--- config.mk ---
export PLATFORM = sky130hd
export DESIGN_NAME = io
export DESIGN_NICKNAME = d
export VERILOG_FILES = /design/src/rtl/io.sv
export SDC_FILE = /design/constraint.sdc
export NUM_CORES = 1
export LEC_CHECK = 0
export CAP_MARGIN = 20
export CELL_PAD_IN_SITES_DETAIL_PLACEMENT = 1
export CELL_PAD_IN_SITES_GLOBAL_PLACEMENT = 2
export CORE_ASPECT_RATIO = 1.25
export CORE_MARGIN = 8
export CORE_UTILIZATION = 34
export CTS_CLUSTER_DIAMETER = 100
export DETAILED_ROUTE_END_ITERATION = 16
export PLACE_DENSITY = 0.8
export RECOVER_POWER = 100
export SYNTH_ARGS = -nofsm -noshare
export SYNTH_HDL_FRONTEND = slang
export SYNTH_SLANG_ARGS = --single-unit
--- constraint.sdc ---
create_clock -name clk -period 2.6 [get_ports clk]
set_input_delay 0.52 -clock clk [delete_from_list [all_inputs] [get_ports clk]]
set_output_delay 0.52 -clock clk [all_outputs]
set_load 0.05 [all_outputs]
--- src/rtl/io.sv ---
// io: switch/button front end for an 8-bit ALU whose registered result drives the LEDs.
// Define IO_DEBOUNCE_EN to insert a per-button debouncer ahead of the edge detectors.
module io #(
    parameter int DATA_LENGTH     = 8,
    parameter int DEBOUNCE_CYCLES = 4
) (
    input  logic                   clk,
    input  logic                   rst_n,
    input  logic                   btn_A,
    input  logic                   btn_B,
    input  logic                   btn_Op,
    input  logic [DATA_LENGTH-1:0] switches,
    output logic [DATA_LENGTH-1:0] Leds
);
    logic [2:0]             btn, b1, b2, lvl, prev, edge_r;
    logic [DATA_LENGTH-1:0] sw1, sw2, a, b, result;
    logic [5:0]             op;

    assign btn = {btn_Op, btn_B, btn_A};

`ifdef IO_DEBOUNCE_EN
    localparam int CW = $clog2(DEBOUNCE_CYCLES) + 1;
    for (genvar i = 0; i < 3; i++) begin : g_deb
        logic [CW-1:0] cnt;
        always_ff @(posedge clk) begin
            if (!rst_n) begin
                cnt    <= '0;
                lvl[i] <= 1'b0;
            end else if (b2[i] == lvl[i]) begin
                cnt <= '0;
            end else if (cnt == CW'(DEBOUNCE_CYCLES - 1)) begin
                cnt    <= '0;
                lvl[i] <= b2[i];
            end else begin
                cnt <= cnt + 1'b1;
            end
        end
    end
`else
    assign lvl = b2;
`endif

    // edge_r is registered, so loads land one cycle after the rising edge is seen
    always_ff @(posedge clk) begin
        if (!rst_n) begin
            sw1    <= '0;
            sw2    <= '0;
            b1     <= '0;
            b2     <= '0;
            prev   <= '0;
            edge_r <= '0;
            a      <= '0;
            b      <= '0;
            op     <= '0;
            Leds   <= '0;
        end else begin
            sw1    <= switches;
            sw2    <= sw1;
            b1     <= btn;
            b2     <= b1;
            prev   <= lvl;
            edge_r <= lvl & ~prev;
            if (edge_r[0]) a <= sw2;
            if (edge_r[1]) b <= sw2;
            if (edge_r[2]) op <= sw2[5:0];
            Leds   <= result;
        end
    end

    always_comb begin
        result = '0;
        case (op)
            6'h20: result = a + b;
            6'h22: result = a - b;
            6'h24: result = a & b;
            6'h25: result = a | b;
            6'h26: result = a ^ b;
            6'h27: result = ~(a | b);
            6'h02: result = $signed(a) >>> b;
            6'h03: result = a >> b;
            default: result = '0;
        endcase
    end
endmodule

==> key figures <==
Clock tree
  • Total CTS buffers: 9
  • Clock-pin transition on the worst setup and hold timing paths: 0.05 ns
  • CTS max path bufs: 2
  • Max H-tree Level: 3
  • Sink Count: 58
  • Root Buffer: clkbuf_16
  • Cts hold-fix bufs: 0
  • CTS tree: done
  • Worst skew pair latency: around 0.33 ns

Logic synthesis
  • Mapped Area: 3441 um2
  • Post-synth EDFFs: 0
  • Average cell area after synthesis: 9.079 um2
  • Async set-reset flop share out of synthesis: 0%
  • Seq/Total Area, Yosys: 33.75%
  • Cells after Synth: 379
  • Yosys cell types: between 50 and 60
  • Ys Warns: 0
  • Syn_nets: ~420
  • Synthesized flop and latch total: 58
  • Top_reg_cell synth: dfxtp_1

Timing
  • Max Slew Vio Count: 0
  • Final hold vios: 0
  • WHS: around 0.38 ns
  • Max_slew headroom: 10.47%
  • Least-Margin Pin Slew: ~1.3 ns
  • Final worst path period share: 100.5%
  • Unrepaired setup endpoints after global routing: yes
  • Crit path time final: about 2.6 ns
  • Fmax: between 300 and 400 MHz
  • Final worst slack: -0.01286 ns
  • Layout Skew: 0.009373 ns
  • Final setup violation count: 1

Worst setup path
  • Critical path type: flip-flop to flip-flop
  • Crit end category: flip-flop
  • Worst r2r src: op[4]
  • Worst R2R Setup Slack: -0.01 ns
  • WP data required: 2.81 ns
  • R2R depth: 10
  • Worst Path Max Fanout: 2
  • Reg-to-reg endpoint: Leds[1]
  • Crit path arrival time: 2.82 ns
  • Startpoint Class: flip-flop

Power
  • Power Dens Cells: between 500 and 600 nW/um2
  • Total Power: 0.002326 W
  • Peak supply drop: 0.0004775 V
  • Static Leak: 1.635 nW

Die
  • Core ar.: ~10000 um2
  • Die Ht: 128.5 um
  • IO Count: 21
  • Die area: 13,610 um2
  • Initial Utilization: 34.57%
  • Die width: 106.0 um
  • Rows: 41

Drt
  • Initial drt markers: 192
  • Avg Vias per Cell: 5.423
  • Routed WL: 10.31 mm
  • First-pass DRT Iterations: 4
  • DR WL/cell: 18.82 um
  • Number of remaining DRC errors: 0
  • Routed via count: 2,972
  • Post-DRT Antenna Nets: 0

Cells and area
  • Synthesis-to-finish area growth: 25.56%
  • Post-Layout Cell Count: 548
  • Post-layout nets: 453
  • Share of cells above drive strength 1: 16.47%
  • Final instance area: 4320 um2
  • Antenna Cells: 0

GRT
  • Number of global-route vias before repair: 3,097
  • Total gr overflow: 0
  • Initial antenna violation count: 0
  • Largest net degree at the start of global routing: 48
  • Global-route wire length before repair: 16.46 mm
  • Total track usage: about 16%

Placement
  • Post-DP HPWL: 7.566 mm
  • # placed instances: 532
  • Routability cong.: 0.8615
  • Port bufs: 20
  • Area after DPL: 3933 um2

Outcome
  • Failing checks: setup timing
  • Status: complete, but fails checks

Hold path
  • Hold/Removal Path Class: flip-flop to flip-flop
  • Hold Path Stages: 1
  • HP Start: prev[2]
  • WHS Endpoint: edge_r[2]

Run
  • Max-cap violations: 0
[metrics by stage]
| stage | setup TNS [ns] | utilization (%) | worst slack, ns |
|---|---|---|---|
| after floorplan | -0.08846 | - | -0.04718 |
| after global placement | -0.1115 | 39.51 | -0.1115 |
| after detailed placement | -0.1717 | 39.51 | -0.1681 |
| after CTS | 0 | 42.88 | 0.009433 |
| after global routing | -0.2526 | 43.41 | -0.09125 |
| final | -0.01286 | 43.41 | -0.01286 |
[cell type report]
| type | count | area (um2) |
|---|---|---|
| Fill cell | 1177 | 5632 |
| Multi-Input combinational cell | 275 | 2177 |
| Sequential cell | 58 | 1162 |
| Timing Repair Buffer | 50 | 422.9 |
| Clock buffer | 10 | 239.0 |
| Tap cell | 129 | 161.4 |
| Clock inverter | 5 | 78.83 |
| Inverter | 21 | 78.83 |
[state kept, by name, indices dropped and copies added (netlist names)]
signal / count
Leds: 8
a: 8
b: 8
sw1: 8
sw2: 8
op: 6
b1: 3
b2: 3
edge_r: 3
prev: 3
[layer usage]
metal	GRT usage [%]	vias to the layer above	share of wire (%)
li1	-	1432	-
met1	18.42	1446	42
met2	26.51	76	50
met3	3.502	18	5.0
met4	8.382	0	3.3
met5	0	-	0
[worst max-delay path: stages, from the launching register on]
cell	delay [ns]
dfxtp_2	0.32
or4b_4	0.55
nor2_4	0.12
mux2_4	0.33
fa_2	0.54
nor2_1	0.05
a31oi_1	0.15
o22ai_1	0.10
a31oi_1	0.15
buf_4	0.12
a31oi_1	0.07
[timing repair]
item / CTS / global route
gates resized for setup: 4 / 11
pin swaps: 2 / 8
setup buffers: 1 / 0
setup endpoints to repair: 1 / 5
endpoints found under the hold margin: 0 / 0
[Yosys cell counts (all sizes together), types with 6 or more instances]
cell    instances  share of area (%)
dfxtp          58                 34
nor2b          33                6.0
mux2i          28                8.1
and2           26                4.7
ha             24                8.7
inv            19                2.1
clkbuf         18                2.0
a211oi         15                3.3
nor2           14                1.5
nand2          12                1.3
nand3          10                1.5
a21oi           9                1.3
a31oi           8                1.5
xnor2           8                2.0
buf             7                1.3
o21ai           7                1.0
xor2            7                1.8
nor3            6               0.87
o22ai           6                1.3
[where the power goes]
group	leakage [nW]	switching (W)	total, W	internal (W)
Sequential	0.473	0.0000151	0.000926	0.000911
Clock	0.158	0.000414	0.00127	0.000856
Combinational	1.00	0.0000581	0.000130	0.0000717
Total	1.63	0.000487	0.00233	0.00184
[worst max path at each step]
stage,to,slack [ns],startpoint,cells past startpoint
3_5_place_dp,Leds[6],-0.17,op[4],9
5_1_grt,Leds[1],-0.09,op[4],10
6_report,Leds[1],-0.01,op[4],10
3_3_place_gp,Leds[6],-0.11,op[4],9
4_1_cts,Leds[1],0.009,op[4],10
2_1_floorplan,Leds[3],-0.05,op[0],12
[cells in the final DEF (no fill, tap or decap), types with 6 or more instances in the layout]
cell              n
nand2_1          12
clkbuf_16         9
buf_4            27
dlygate4sd3_1     9
dfxtp_1          57
nor2b_1          31
mux2i_1          28
a21oi_1           8
clkdlybuf4s50_1  11
o21ai_0           6
and2_0           13
nor3_1            6
xnor2_1           7
nor2_1           12
a31oi_1           7
nand3_1          10
ha_1             22
inv_1            18
a211oi_1         15
and2_1           13
xor2_1            7
[cells by family after synthesis]
kind of cell    after synthesis  synth area share [%]
compound gates               73                 15.20
xor+xnor                     15                 3.818
fa+ha+maj                    25                 9.309
buf+inv                      46                 5.564
flops                        58                 33.75
mux                          34                 10.76
simple gates                128                 21.60
(Power assumes the default switching activity.)
